===== src/rtl/parking_gate_arbiter.sv =====
// Parking lot gate controller: arbitrates the inbound and outbound lanes for a
// single shared gate, confirms passages from the A/B sensor enter/exit pulses,
// and maintains the occupancy count with full/empty status.
module parking_gate_arbiter #(
    parameter int CAPACITY    = 25,
    parameter int CNT_W       = 5,
    parameter int OPEN_CYCLES = 16,
    parameter int TMR_W       = 8
) (
    input  logic             clk,
    input  logic             reset,
    input  logic             req_in,
    input  logic             req_out,
    input  logic             enter,
    input  logic             exit,
    output logic             grant_in,
    output logic             grant_out,
    output logic             gate_open,
    output logic [CNT_W-1:0] occupancy,
    output logic             full,
    output logic             empty,
    output logic             timeout_err,
    output logic             stray_err
);

    typedef enum logic [1:0] {
        IDLE,
        GRANT_IN,
        GRANT_OUT,
        CLEAR
    } state_t;

    typedef enum logic {
        DIR_IN,
        DIR_OUT
    } dir_t;

    localparam logic [CNT_W-1:0] OCC_MAX  = CNT_W'(CAPACITY);
    localparam logic [TMR_W-1:0] TMR_LOAD = TMR_W'(OPEN_CYCLES - 1);

    state_t           state;
    state_t           state_next;
    dir_t             last_served;
    logic [TMR_W-1:0] timer;

    logic elig_in;
    logic elig_out;
    logic pass_in;
    logic pass_out;
    logic expire;
    logic stray;
    logic opening;

    // Status and grants decode directly from registered state.
    assign full      = (occupancy == OCC_MAX);
    assign empty     = (occupancy == '0);
    assign grant_in  = (state == GRANT_IN);
    assign grant_out = (state == GRANT_OUT);
    assign gate_open = grant_in | grant_out;

    assign elig_in  = req_in  & ~full;
    assign elig_out = req_out & ~empty;
    assign pass_in  = grant_in  & enter;
    assign pass_out = grant_out & exit;
    assign stray    = (enter & ~grant_in) | (exit & ~grant_out);
    assign opening  = (state == IDLE) &&
                      ((state_next == GRANT_IN) || (state_next == GRANT_OUT));

    // Next-state arbitration, passage confirmation and grant expiry.
    always_comb begin
        state_next = state;
        expire     = 1'b0;
        case (state)
            IDLE: begin
                if (elig_in && elig_out) begin
                    state_next = (last_served == DIR_OUT) ? GRANT_IN : GRANT_OUT;
                end else if (elig_in) begin
                    state_next = GRANT_IN;
                end else if (elig_out) begin
                    state_next = GRANT_OUT;
                end
            end
            GRANT_IN: begin
                if (enter) begin
                    state_next = CLEAR;
                end else if (timer == '0) begin
                    state_next = CLEAR;
                    expire     = 1'b1;
                end
            end
            GRANT_OUT: begin
                if (exit) begin
                    state_next = CLEAR;
                end else if (timer == '0) begin
                    state_next = CLEAR;
                    expire     = 1'b1;
                end
            end
            CLEAR: begin
                state_next = IDLE;
            end
            default: begin
                state_next = IDLE;
            end
        endcase
    end

    // State register.
    always_ff @(posedge clk or negedge reset) begin
        if (!reset) begin
            state <= IDLE;
        end else begin
            state <= state_next;
        end
    end

    // Grant timer: loaded when a grant opens, counts down while it is held.
    always_ff @(posedge clk or negedge reset) begin
        if (!reset) begin
            timer <= '0;
        end else if (opening) begin
            timer <= TMR_LOAD;
        end else if (gate_open && (timer != '0)) begin
            timer <= timer - TMR_W'(1);
        end
    end

    // Served direction is captured as the grant closes; it is first consulted
    // in the IDLE after CLEAR, so this matches updating it during CLEAR.
    always_ff @(posedge clk or negedge reset) begin
        if (!reset) begin
            last_served <= DIR_OUT;
        end else if (state_next == CLEAR) begin
            if (state == GRANT_IN) begin
                last_served <= DIR_IN;
            end else if (state == GRANT_OUT) begin
                last_served <= DIR_OUT;
            end
        end
    end

    // Occupancy count, saturating at both ends as a backstop to eligibility.
    always_ff @(posedge clk or negedge reset) begin
        if (!reset) begin
            occupancy <= '0;
        end else if (pass_in && (occupancy != OCC_MAX)) begin
            occupancy <= occupancy + CNT_W'(1);
        end else if (pass_out && (occupancy != '0)) begin
            occupancy <= occupancy - CNT_W'(1);
        end
    end

    // One-cycle error pulses, registered from the cycle that caused them.
    always_ff @(posedge clk or negedge reset) begin
        if (!reset) begin
            timeout_err <= 1'b0;
            stray_err   <= 1'b0;
        end else begin
            timeout_err <= expire;
            stray_err   <= stray;
        end
    end

endmodule


===== config.mk =====
export PLATFORM = sky130hd
export DESIGN_NAME = parking_gate_arbiter
export DESIGN_NICKNAME = d
export VERILOG_FILES = /design/src/rtl/parking_gate_arbiter.sv
export SDC_FILE = /design/constraint.sdc
export NUM_CORES = 1
export LEC_CHECK = 0
export ABC_AREA = 0
export BUFFER_PORTS_ARGS = -buffer_cell sky130_fd_sc_hd__buf_2
export CORE_MARGIN = 8
export CORE_UTILIZATION = 50
export DETAILED_ROUTE_END_ITERATION = 6
export PLACE_DENSITY = 0.78
export SLEW_MARGIN = 20
export SYNTH_ARGS = -nofsm -noshare
export SYNTH_HDL_FRONTEND = slang
export SYNTH_SLANG_ARGS = --single-unit

===== constraint.sdc =====
create_clock -name clk -period 2.2 [get_ports clk]
set_input_delay 0.33 -clock clk [delete_from_list [all_inputs] [get_ports clk]]
set_output_delay 0.33 -clock clk [all_outputs]
set_load 0.1 [all_outputs]

==> flow_metrics.tcl, run 1 <==
set metrics [dict create \
    drt-initial-drc-count 45 \
    setup.reg_to_reg.worst_slack_ps -130 \
    multi_input_comb_area_sq_um 800 \
    ys_warn_count 0 \
    ys.flop_type "sky130_fd_sc_hd__dfrtp_1" \
    final-max-slew-violation-count 0 \
    floorplan.initialDensity_pct 52.5 \
    syn_inst 115 \
    post-route-drc-count 0 \
    grt_antenna_before_repair 0 \
    cts.sinks 18 \
    worst_slew_margin_rel_pct 63.2 \
    whs_path_depth 2 \
    antenna_cells 0 \
    first_pass_iters 4 \
    seq_area_frac_synth_pct 38.9 \
    vias 1033 \
    muxShareOfSynthArea_pct 3.66 \
    crit_fanout 5 \
    yosys-top-cells-count "17 x sky130_fd_sc_hd__dfrtp_1, 10 x sky130_fd_sc_hd__inv_1, 9 x sky130_fd_sc_hd__ha_1" \
    synth_top_family_by_area "compound AO/OA/AOI/OAI gates" \
    ios 18 \
    horizontal_die_dimension_um 64.2 \
    failed_checks "negative setup slack" \
    fillerInstances 132 \
    h-tree-depth 1 \
    via_count_of_the_first_global_routing_pass 1013 \
    synth.lib_cells_used.distinct 40 \
    ff_latch_area_sq_um 468 \
    critical_path_depth 7 \
    outcome "finished, violations left" \
    global_route.usage.met3_pct 3.66 \
    worstMarginPinSlew_ps 544 \
    cp.buffers_inverters 0 \
    viasPerCell 5.64 \
    complex_gate_fraction_of_the_synthesized_area_pct 18.0 \
    unrepaired_setup_endpoints_after_global_routing "true" \
    min_period_over_period_pct 106 \
    cap_viol_max_count 0 \
    synth.area.top_cells "sky130_fd_sc_hd__dfrtp_1 37%, sky130_fd_sc_hd__ha_1 9.7%, sky130_fd_sc_hd__o211ai_1 3.9%" \
    route.antenna.remaining_nets 0 \
    setup-violations-final 9 \
    post-synth-top-area-fraction_pct 36.6 \
    gate_family_responsible_for_the_most_delay_along_the_worst_path "simple AND/OR/NAND/NOR gates" \
    gr-usage-met1_pct 16.4 \
    grt_first_pass_wirelength_mm 4.58 \
    cell_at_the_root_of_the_clock_tree "sky130_fd_sc_hd__clkbuf_4" \
    track_usage_pct 13.5 \
    globalRoute.busiestLayer "met2" \
    finalCoreUtilization_pct 73.5 \
    timing.critical_path.slowest_cell_delay_ps 540 \
    gpl.final_weighted_congestion 0.805 \
    setup_slack_ps -131 \
    wirelength_mm 2.86 \
    dpl_worst_slack_ps -211 \
    period_minus_slack_ps 2330 \
    holdCritPathClass "in2reg" \
    synthArstFlopShare_pct 100 \
    floorplan.die_area_sq_um 4120 \
    floorplan.die.height_um 64.2 \
    r2r_cells 7 \
    area_growth_pct 40.0 \
    syn_nets 131 \
    synth-edff-count 0 \
    floorplan.core_area_sq_um 2210 \
    clockBufferDepth 2 \
    mean_cell_area_of_the_mapped_netlist_sq_um 10.1 \
    ys_ff_latch 18 \
    critical_path.startpoint_type "register" \
    grt_overflow 0 \
    detailedPlacementHpwl_mm 1.98 \
    wl_per_cell_um 15.7 \
    worst_skew_pair_latency_ps 290 \
    type_of_the_worst_setup_path "reg2reg" \
    final.hold.worst_slack_ps 314 \
    max_freq_ghz 0.429 \
    crit_required_ps 2370 \
    count_of_final_hold_check_violations 0 \
    area_fraction_in_and_or_nand_and_nor_cells_after_synthesis_pct 17.3 \
    cp_cell_sequence "or4_4 > or3_4 > a22o_1 > a211oi_4 > ha_4 > nand2_4 > o211ai_1" \
    nNetsFinal 173 \
    synthDominantAreaCellType "sky130_fd_sc_hd__dfrtp_1" \
    core.rowCount 17 \
    post_synth_fa_ha_maj_area_fraction_pct 11.4 \
    synth_most_common_cell "sky130_fd_sc_hd__dfrtp_1" \
    grt_start_max_net_pins 19 \
    critPathSlowestCell "sky130_fd_sc_hd__or4_4" \
    timing.critical_path.arrival_ps 2500 \
    fin_skew_ps 3.69 \
    cts_inserted_buffers 3 \
    clk_transition_reported_paths_ps 100 \
    netlist_area_sq_um 1160 \
    timing.critical_path.to_type "register" \
    post_route_cells_drive_above_1_share_pct 51.0 \
    cts_tree "built" \
    synth-xor-area-share_pct 6.03 \
    fraction_of_met2_tracks_used_by_global_routing_pct 21.8 \
    numPortBuffers 17 \
]
[metrics by stage]
| stage | setup TNS [ps] | instance area [sq um] | std cells |
|---|---|---|---|
| floorplan | -4700 | 1270 | 115 |
| global placement | -831 | 1480 | 173 |
| detailed placement | -1290 | 1480 | 173 |
| CTS | -578 | 1540 | 178 |
| global route | -1380 | 1630 | 183 |
| finish | -747 | 1630 | 183 |
[flip-flops by register name, indices dropped and copies added, names as in the netlist]
name / count
occupancy: 5
stray_err: 1
timeout_err: 1
last_served: 1
state: 2
timer: 8
[cell type report]
cell class,count,area share [%]
Clock buffer,3,1.39
Inverter,10,2.46
Multi-Input combinational cell,85,49.2
Sequential cell,18,28.8
Tap cell,28,2.16
Timing Repair Buffer,39,16.0
[cells by family after synthesis]
| group | count (synthesis) |
|---|---|
| AO/OA/AOI/OAI | 29 |
| XOR/XNOR | 8 |
| adder cells (fa/ha/maj) | 10 |
| buffers and inverters | 12 |
| flip-flops | 18 |
| multiplexers | 4 |
| AND/OR/NAND/NOR | 34 |
[final timing paths]
path | from | to
max reg2reg | timer[3]$_DFFE_PN0P_ | timer[1]$_DFFE_PN0P_
min reg2reg | last_served$_DFFE_PN1P_ | last_served$_DFFE_PN1P_
min | exit | stray_err$_DFF_PN0_
max in group asynchronous | reset | occupancy[2]$_DFFE_PN0P_
max | timer[3]$_DFFE_PN0P_ | timer[1]$_DFFE_PN0P_
min in group asynchronous | reset | occupancy[4]$_DFFE_PN0P_
[routing by layer]
metal  vias up  wire [um]
met5         -          0
met4         0         47
met3         6        137
met2        24       1400
met1       505       1280
li1        498          -
[repair_timing]
action / 4_1_cts / 5_1_grt
gates resized for setup: 8 / 8
hold endpoints to repair: 17 / 0
pin swaps: 4 / 4
endpoints found under the setup margin: 9 / 11
cloned: 0 / 0
buffers inserted: 1 / 5
hold buffers: 1 / 0
[cells in the final DEF, fill, tap and decap left out, types with 2 or more instances in the layout]
cell and count:
sky130_fd_sc_hd__mux2i_1 2, sky130_fd_sc_hd__dfrtp_1 12, sky130_fd_sc_hd__ha_4 4, sky130_fd_sc_hd__nor3_1 4, sky130_fd_sc_hd__dfrtp_4 4, sky130_fd_sc_hd__buf_4 19, sky130_fd_sc_hd__nor2_1 5, sky130_fd_sc_hd__mux2_2 2
sky130_fd_sc_hd__a21oi_2 2, sky130_fd_sc_hd__a21o_1 2, sky130_fd_sc_hd__buf_2 17, sky130_fd_sc_hd__nor4b_1 2, sky130_fd_sc_hd__a22o_1 2, sky130_fd_sc_hd__buf_6 2, sky130_fd_sc_hd__ha_1 4, sky130_fd_sc_hd__nand3b_1 2
sky130_fd_sc_hd__nand2_1 7, sky130_fd_sc_hd__a21oi_1 3, sky130_fd_sc_hd__or3_4 2, sky130_fd_sc_hd__o21ai_0 3, sky130_fd_sc_hd__clkbuf_4 3, sky130_fd_sc_hd__nor2_4 2, sky130_fd_sc_hd__o211ai_1 6, sky130_fd_sc_hd__inv_1 8
sky130_fd_sc_hd__xnor2_1 5, sky130_fd_sc_hd__a211oi_2 3, sky130_fd_sc_hd__xor2_1 3
Power of run 1 is left out: the tool's default activity adds up to more than one toggle a clock period on the data nets, which glitch-free logic cannot reach.
==> inputs of run 2 (changes only) <==
CTS_CLUSTER_SIZE = 20   (was default)
HOLD_SLACK_MARGIN = 0.12   (was default)
SKIP_LAST_GASP = 1   (was default)
==> run 2 against run 1 <==
  * The run still ends with negative setup slack left
  * Sequential share of layout area is 0.067 points higher
  * Register-to-register slack about the same
  * Clock skew about the same
  * Cell count unchanged
  * Flip-flop and latch count did not move
  * Global-route usage did not move
  * Clock-buffer cell count did not move
  * Critical path type unchanged
==> flow_metrics.tcl, run 2 (synthesized netlist as in run 1, its figures left out) <==
set metrics [dict create \
    numPortBuffers 17 \
    via_count_of_the_first_global_routing_pass 1013 \
    floorplan.die_area_sq_um 4120 \
    crit_required_ps 2370 \
    fin_area_sq_um 1620 \
    cts_inserted_buffers 3 \
    clk_transition_reported_paths_ps 100 \
    final.hold.worst_slack_ps 313 \
    period_minus_slack_ps 2330 \
    setup_slack_ps -130 \
    gpl.final_weighted_congestion 0.805 \
    worst_slew_margin_rel_pct 63.2 \
    viasPerCell 5.64 \
    floorplan.core_area_sq_um 2210 \
    antenna_cells 0 \
    horizontal_die_dimension_um 64.2 \
    cap_viol_max_count 0 \
    type_of_the_worst_setup_path "reg2reg" \
    grt_overflow 0 \
    track_usage_pct 13.5 \
    route.antenna.remaining_nets 0 \
    reg.largest.list "timer (8), occupancy (5), state (2)" \
    post-route-drc-count 0 \
    vias 1033 \
    layout.cells.most_common_list "20 x sky130_fd_sc_hd__buf_4, 17 x sky130_fd_sc_hd__buf_2, 12 x sky130_fd_sc_hd__dfrtp_1" \
    final-max-slew-violation-count 0 \
    clockBufferDepth 2 \
    outcome "finished, violations left" \
    ios 18 \
    timing.rr.end "timer[1]$_DFFE_PN0P_" \
    placed_cell_area_sq_um 1480 \
    timing.critical_path.arrival_ps 2500 \
    drt-initial-drc-count 38 \
    worst_skew_pair_latency_ps 290 \
    layout.cells.most_common "sky130_fd_sc_hd__buf_4" \
    worst_r2r_startpoint "timer[3]$_DFFE_PN0P_" \
    failed_checks "negative setup slack" \
    cell_at_the_root_of_the_clock_tree "sky130_fd_sc_hd__clkbuf_4" \
    setup.worst_path.start "timer[3]$_DFFE_PN0P_" \
    min_period_over_period_pct 106 \
    fin_skew_ps 3.84 \
    largest_register "timer" \
    holdCritPathClass "in2reg" \
    largest_register_ffs 8 \
    area_growth_pct 39.7 \
    first_pass_iters 4 \
    grt_start_max_net_pins 19 \
    finalCoreUtilization_pct 73.3 \
    nNetsFinal 173 \
    crit_fanout 5 \
    wl_per_cell_um 15.6 \
    cts_tree "built" \
    grt_antenna_before_repair 0 \
    grt_first_pass_wirelength_mm 4.58 \
    setup-violations-final 9 \
    count_of_final_hold_check_violations 0 \
    floorplan.die.height_um 64.2 \
    unrepaired_setup_endpoints_after_global_routing "true" \
    worst_setup_path_endpoint "timer[1]$_DFFE_PN0P_" \
    worstMarginPinSlew_ps 544 \
    core.rowCount 17 \
    r2r_cells 7 \
    h-tree-depth 1 \
    post_route_cells_drive_above_1_share_pct 51.0 \
    cts.sinks 18 \
    setup.reg_to_reg.worst_slack_ps -130 \
    critical_path.startpoint_type "register" \
    wirelength_mm 2.85 \
    floorplan.initialDensity_pct 52.5 \
    timing.critical_path.to_type "register" \
    max_freq_ghz 0.429 \
    detailedPlacementHpwl_mm 1.98 \
]
-- run 2: layout make-up --
class,count,area (sq um)
well taps,28,35.0
multi-input cells,85,800
repair buffers,39,256
inverters,10,40.0
flip-flops and latches,18,468
fillers,134,591
clock buffers,3,22.5
-- run 2: routing by layer --
layer | wire (um) | up-vias | GRT usage (%)
met5 | 0 | - | 0
met4 | 47 | 0 | 5.99
met3 | 139 | 6 | 3.66
met2 | 1380 | 26 | 21.8
met1 | 1280 | 503 | 16.4
li1 | - | 498 | -
-- run 2: worst min-delay path by stage --
stage                               end  slack [ps]  startpoint  cells past startpoint
2_1_floorplan  occupancy[3]$_DFFE_PN0P_          30       reset                      0
3_3_place_gp   occupancy[4]$_DFFE_PN0P_         280       reset                      1
3_5_place_dp   occupancy[4]$_DFFE_PN0P_         290       reset                      1
4_1_cts             stray_err$_DFF_PN0_         300        exit                      2
5_1_grt             stray_err$_DFF_PN0_         310        exit                      2
6_report            stray_err$_DFF_PN0_         310        exit                      2
-- run 2: through the flow --
step	setup WS [ps]	TNS, ps	instances
floorplan	-585	-4700	115
global placement	-154	-831	173
detailed placement	-211	-1290	173
CTS	-112	-578	178
global route	-208	-1390	183
finish	-130	-741	183
-- run 2: critical path, cell delays in order (launching register included) --
cell	delay [ps]
sky130_fd_sc_hd__dfrtp_1	410
sky130_fd_sc_hd__or4_4	540
sky130_fd_sc_hd__or3_4	350
sky130_fd_sc_hd__a22o_1	220
sky130_fd_sc_hd__a211oi_4	270
sky130_fd_sc_hd__ha_4	260
sky130_fd_sc_hd__nand2_4	70
sky130_fd_sc_hd__o211ai_1	90
-- run 2: what timing repair did --
item | CTS | global route
hold buffers | 1 | 0
buffers inserted | 1 | 5
setup endpoints to repair | 9 | 11
gates resized for setup | 8 | 7
hold endpoints to repair | 17 | 0
pin swaps | 4 | 4
Power of run 2 is left out for the same reason.
